[src/rtl/bcd_scan_display.sv]
// bcd_scan_display: multiplexed 4-digit common-anode 7-segment driver for packed BCD mm:ss
module bcd_scan_display #(
  parameter int SCAN_DIV = 50000
) (
  input  logic        clk,
  input  logic        rst,
  input  logic [15:0] bcd_in,
  input  logic        load,
  input  logic        blank_lz,
  input  logic        blink,
  output logic [3:0]  an,
  output logic [6:0]  seg,
  output logic        dp
);
  localparam int W = $clog2(SCAN_DIV);
  logic [W-1:0] pre;
  logic         tick;
  logic [1:0]   idx, nidx;
  logic [15:0]  shadow;
  logic         dp_state;
  logic [3:0]   nib;
  logic [3:0]   lz;
  logic         blank;
  logic [6:0]   glyph;
  assign tick = pre == W'(SCAN_DIV - 1);
  // Next digit, its nibble from the pre-edge shadow, and whether it falls in the leading-zero run
  always_comb begin
    nidx  = idx + 2'd1;
    nib   = shadow[4*nidx +: 4];
    lz[3] = shadow[15:12] == 4'h0;
    lz[2] = lz[3] && shadow[11:8] == 4'h0;
    lz[1] = lz[2] && shadow[7:4] == 4'h0;
    lz[0] = 1'b0;
    blank = blank_lz && lz[nidx];
  end
  // Segment glyph for the selected nibble; non-decimal nibbles show a dash
  always_comb begin
    case (nib)
      4'd0:    glyph = 7'b1000000;
      4'd1:    glyph = 7'b1111001;
      4'd2:    glyph = 7'b0100100;
      4'd3:    glyph = 7'b0110000;
      4'd4:    glyph = 7'b0011001;
      4'd5:    glyph = 7'b0010010;
      4'd6:    glyph = 7'b0000010;
      4'd7:    glyph = 7'b1111000;
      4'd8:    glyph = 7'b0000000;
      4'd9:    glyph = 7'b0010000;
      default: glyph = 7'b0111111;
    endcase
  end
  // Prescaler, shadow capture, dot toggle, and registered outputs updated only on scan ticks
  always_ff @(posedge clk) begin
    if (rst) begin
      pre      <= '0;
      idx      <= 2'd0;
      shadow   <= 16'h0000;
      dp_state <= 1'b1;
      an       <= 4'b1110;
      seg      <= 7'b1000000;
      dp       <= 1'b1;
    end else begin
      pre <= tick ? '0 : pre + 1'b1;
      if (load) shadow <= bcd_in;
      if (blink) dp_state <= ~dp_state;
      if (tick) begin
        idx <= nidx;
        an  <= ~(4'b0001 << nidx);
        seg <= blank ? 7'b1111111 : glyph;
        dp  <= ~(nidx == 2'd2 && dp_state);
      end
    end
  end
endmodule

[config.mk]
export PLATFORM = sky130hd
export DESIGN_NAME = bcd_scan_display
export DESIGN_NICKNAME = d
export VERILOG_FILES = /design/src/rtl/bcd_scan_display.sv
export SDC_FILE = /design/constraint.sdc
export NUM_CORES = 1
export LEC_CHECK = 0
export BUFFER_PORTS_ARGS = -buffer_cell sky130_fd_sc_hd__buf_2
export CORE_UTILIZATION = 30
export DETAILED_ROUTE_END_ITERATION = 12
export GPL_ROUTABILITY_DRIVEN = 0
export SYNTH_ARGS = -nofsm -noshare
export SYNTH_HDL_FRONTEND = slang
export SYNTH_SLANG_ARGS = --single-unit
[constraint.sdc]
create_clock -name clk -period 7.9 [get_ports clk]
set_input_delay 1.58 -clock clk [delete_from_list [all_inputs] [get_ports clk]]
set_output_delay 1.58 -clock clk [all_outputs]
set_load 0.05 [all_outputs]
# After elaboration in Yosys (flattened, before gate mapping)
# Memory sizes are Yosys's and may differ from the RTL's.
# Index checks and enable logic that the tools add are counted.
# word_totals
reg_bits	47
latchBits	0
mem_bits_ro	112
n_memories	1
output_inout_bits	12
elab_cells	29
ram_bits	0
input_bits	21
# classes
n_reduce_logical	8
mux	3
addsub	2
n_shift	2
n_bitwise	3
multipliers	0
n_lt_le_gt_ge	1
div_mod_pow	0
eq_ne	2
# memory_table
memory	depth	width	read_ports	rd_clocked_by_memory_dff	write_ports	line_no	rtl
(name not given)	16	7	1	0	0	38	case (nib)
# ops
cell	count
adder 16 x 1 -> 16 bit (second input constant)	1
equality test 16 bit (second input constant)	1
variable part select 16 x 5 -> 4 bit	1
logical NOT 4 bit	3
2-to-1 mux 7 bit	1
logical AND 1 bit	4
NOT 4 bit	1
<< shifter 1 x 2 -> 4 bit (first input constant)	1
less-than comparator 2 x 3 -> 1 bit (second input constant)	1
adder 2 x 1 -> 2 bit (second input constant)	1
binary-select mux 1 bit (select 2 bit)	1
equality test 2 bit (second input constant)	1
NOT 1 bit	2
OR reduction 2 bit	1
2-to-1 mux 1 bit	1

# Longest topological paths before layout
# logic_depth
word_depth	7
ltp_mapped	11
depth_no_buf	9

# Worst setup path before layout
# OpenSTA, ideal clock, no wires.
# synth_path
path_type	input port to flip-flop
start	input port load
end	register shadow[7]
n_path_buf	2
required_time_ns	7.772
arrival_ns	2.444
stages	4
setup_ns	0.128
path_slack_ns	5.328
cell_sequence	clkbuf_1 buf_2 mux2i_1 nor2_1
# synth_rtl
element	line_no	rtl
from (decl)	8	input logic load,
to (signal assigned)	64	if (load) shadow <= bcd_in;
to (decl)	19	logic [15:0] shadow;

# Worst setup path after layout
# layout_path
start	register idx[0]
end	register seg[5]
# layout_between
elab_chain_len	5
elab_cells_between_ends	7
classes_between	1 x add/sub; 1 x shift; 3 x mux; 1 x reduce/logical; 1 x memory
# layout_rtl
element	line_no	rtl
from (decl)	18	logic [1:0] idx, nidx;
from (signal assigned)	67	idx <= nidx;
adder 2 x 1 -> 2 bit (*)	28	nidx = idx + 2'd1;
net nidx[0]	18	
parallel branches: the longest is 3 deep, another holds memory read (16 x 7 bit)	n/a	
2-to-1 mux 7 bit (*)	69	seg <= blank ? 7'b1111111 : glyph;
to (signal assigned)	69	
to (decl)	12	output logic [6:0] seg,
# Mark *: on every way through the listed nets, which the timed path passes. The select of a mux whose other input is x is not followed.
# A chain may end at the register's enable or synchronous reset.

==> out/qor.yml <==
dp_hpwl_mm: 3.016
pin_count: 33
cp-end-kind: "flop"
finalMaxSlewViolations: 0
status: "complete, no violations"
max-clock-path-buffers: 2
vias: 1622
cts_resized: 0
fmax_mhz: 360.1
synthesis.nets: 260
synth.avg_cell_area_sq_um: 9.480
fin_crit_ns: 2.777
start_util_pct: 31.43
worst_pin_slew_ns: 0.5922
clk_pin_slew_worst_paths_ns: 0.08
overflow: 0
portBuffers: 32
finalNetCount: 287
synth_flop_cell: "dfxtp_1"
seq_area_frac_synth_pct: 43.34
ys_types: 35
cts_tree: "built"
final_hold_viol_count: 0
ys_ff_latch: 47
fin_skew_ns: 0.01147
arrival_ns: 2.93
h-tree-depth: 2
cts_sinks: 47
synth.largest_area_cell: "dfxtp_1"
worst-path-max-fanout: 10
ys_warn_count: 0
synth_edf_count: 0
grt_start_max_net_pins: 22
r2r_setup_slack_ns: 5.12
core_area_sq_um: 6907
area_growth_pct: 14.70
post-route-cell-area_sq_um: 2490
reg2regPathDepth: 6
firstDrtPassIters: 4
ctsHoldBuffers: 0
drc: 0
synthTopCellsByArea: "dfxtp_1 (43%), mux2i_1 (8.8%), nor2_1 (6.9%), ha_1 (5.8%), xnor2_1 (5.6%)"
die-area_sq_um: 7580
path_class: "reg2reg"
yosys.area.top_type_share_pct: 43.34
vdd_drop_max_uv: 87.63
period_share_pct: 35.15
grt_pass1_wl_mm: 7.465
async_flop_share_pct: 0
cp_data_required_time_ns: 8.05
insertion_delay_ns: 0.29
cts_buffers: 5
die_x_um: 87.07
grt_pass1_vias: 1634
syn_area_sq_um: 2171
synth_most_common_cell: "dfxtp_1"
drt-vias-per-instance: 4.608
place_area_sq_um: 2387
rsz0062_at_grt: "false"
antenna_found_initial: 0
max_slew_margin_pct: 60.52
fillCellCount: 719
crit_path_start_kind: "flop"
final.setup.tns_ns: 0
drt-initial-drc-count: 60
finalSetupViolCount: 0
leakagePower_uw: 0.001021
ant_nets: 0
cts_setup_buffers: 0
wl_mm: 4.242
synthTopCellsByCount: "dfxtp_1 (47), nor2_1 (40), mux2i_1 (19)"
p_per_area_nw_per_um2: 181.8
synthCells: 229
track_usage_pct: 12.55
wl_per_cell_um: 12.05
n_antenna_cell: 0
hold_depth: 1
maxCapViolations: 0
row_count: 30
layout-drive-gt1-share_pct: 16.02
die_h_um: 87.07
hold_path_class: "reg2reg"
root_buffer: "clkbuf_8"
-- power by group --
part	internal (uW)	switching, uW	total, uW
sequential	243	5.03	248
clock	92.8	76.5	169
combinational	16.7	18.2	34.9
total	353	99.7	453
-- worst paths after layout --
kind | from | to
max | idx[0]$_SDFFE_PP0N_ | seg[5]$_SDFFE_PP0N_
min | pre[0]$_SDFF_PP0_ | pre[0]$_SDFF_PP0_
max reg2reg | idx[0]$_SDFFE_PP0N_ | seg[5]$_SDFFE_PP0N_
min reg2reg | pre[0]$_SDFF_PP0_ | pre[0]$_SDFF_PP0_
-- routing by layer --
layer / vias up / GRT usage, % / share of wire [%] / wire length (um)
met5: - / 0 / 0 / 0
met2: 36 / 19.40 / 45 / 1891
li1: 842 / - / - / -
met3: 5 / 2.844 / 3.5 / 150
met4: 0 / 5.000 / 1.3 / 54
met1: 739 / 16.90 / 51 / 2146
-- registers in the layout, indices dropped and copies added (netlist names) --
register	flops
dp_state	1
dp	1
shadow	16
seg	7
idx	2
pre	16
an	4
-- worst max-delay path: stages, from the launching register on --
cell and delay (ns):
dfxtp_1 0.55, inv_1 0.12, ha_1 0.47, mux4_1 0.71, o21a_1 0.23, a21oi_1 0.40, a31oi_1 0.15
-- metrics by stage --
step                worst slack [ns]  total power [uW]  utilization, %  hold slack (ns)  cells
finish                         5.123             452.6           36.05           0.4666    352
global placement               5.046             288.0           34.57           0.4417    345
CTS                            5.095             457.7           36.05           0.4747    352
detailed placement             4.992             289.2           34.57           0.4550    345
global route                   4.946             473.2           36.05           0.4927    352
floorplan                      5.328             278.5               -           0.4295    229
-- layout by cell type, fill, tap and decap left out, types with 4 or more instances in the layout --
cell type	instances
nand3_1	6
a21oi_1	9
o21ai_0	8
nor4_1	6
clkbuf_8	5
xnor2_1	14
dfxtp_1	47
inv_1	11
o21a_1	4
ha_1	10
nand2_1	9
buf_2	32
nor2_1	40
mux2i_1	19
nand4_1	4
-- cells by family (layout without fill, tap and decap cells) --
family                   count (synthesis)  in the layout  share of synthesized area [%]
AO/OA/AOI/OAI                           31             31                          8.703
XOR/XNOR                                16             16                          6.456
adder cells (fa/ha/maj)                 10             10                          5.764
buffers and inverters                   23             50                          4.841
flip-flops                              47             47                          43.34
multiplexers                            24             24                          13.95
AND/OR/NAND/NOR                         78             78                          16.95
-- final cells by class --
type / instances / area [sq um] / area share (%)
sequential: 47 / 940.9 / 37.79
clock buffer: 6 / 72.57 / 2.915
tap: 96 / 120.1 / 4.824
inverter: 11 / 41.29 / 1.658
clock inverter: 1 / 30.03 / 1.206
timing repair buffer: 32 / 160.2 / 6.432
multi-input combinational: 159 / 1125 / 45.18
Power figures use the tool's default switching activity.
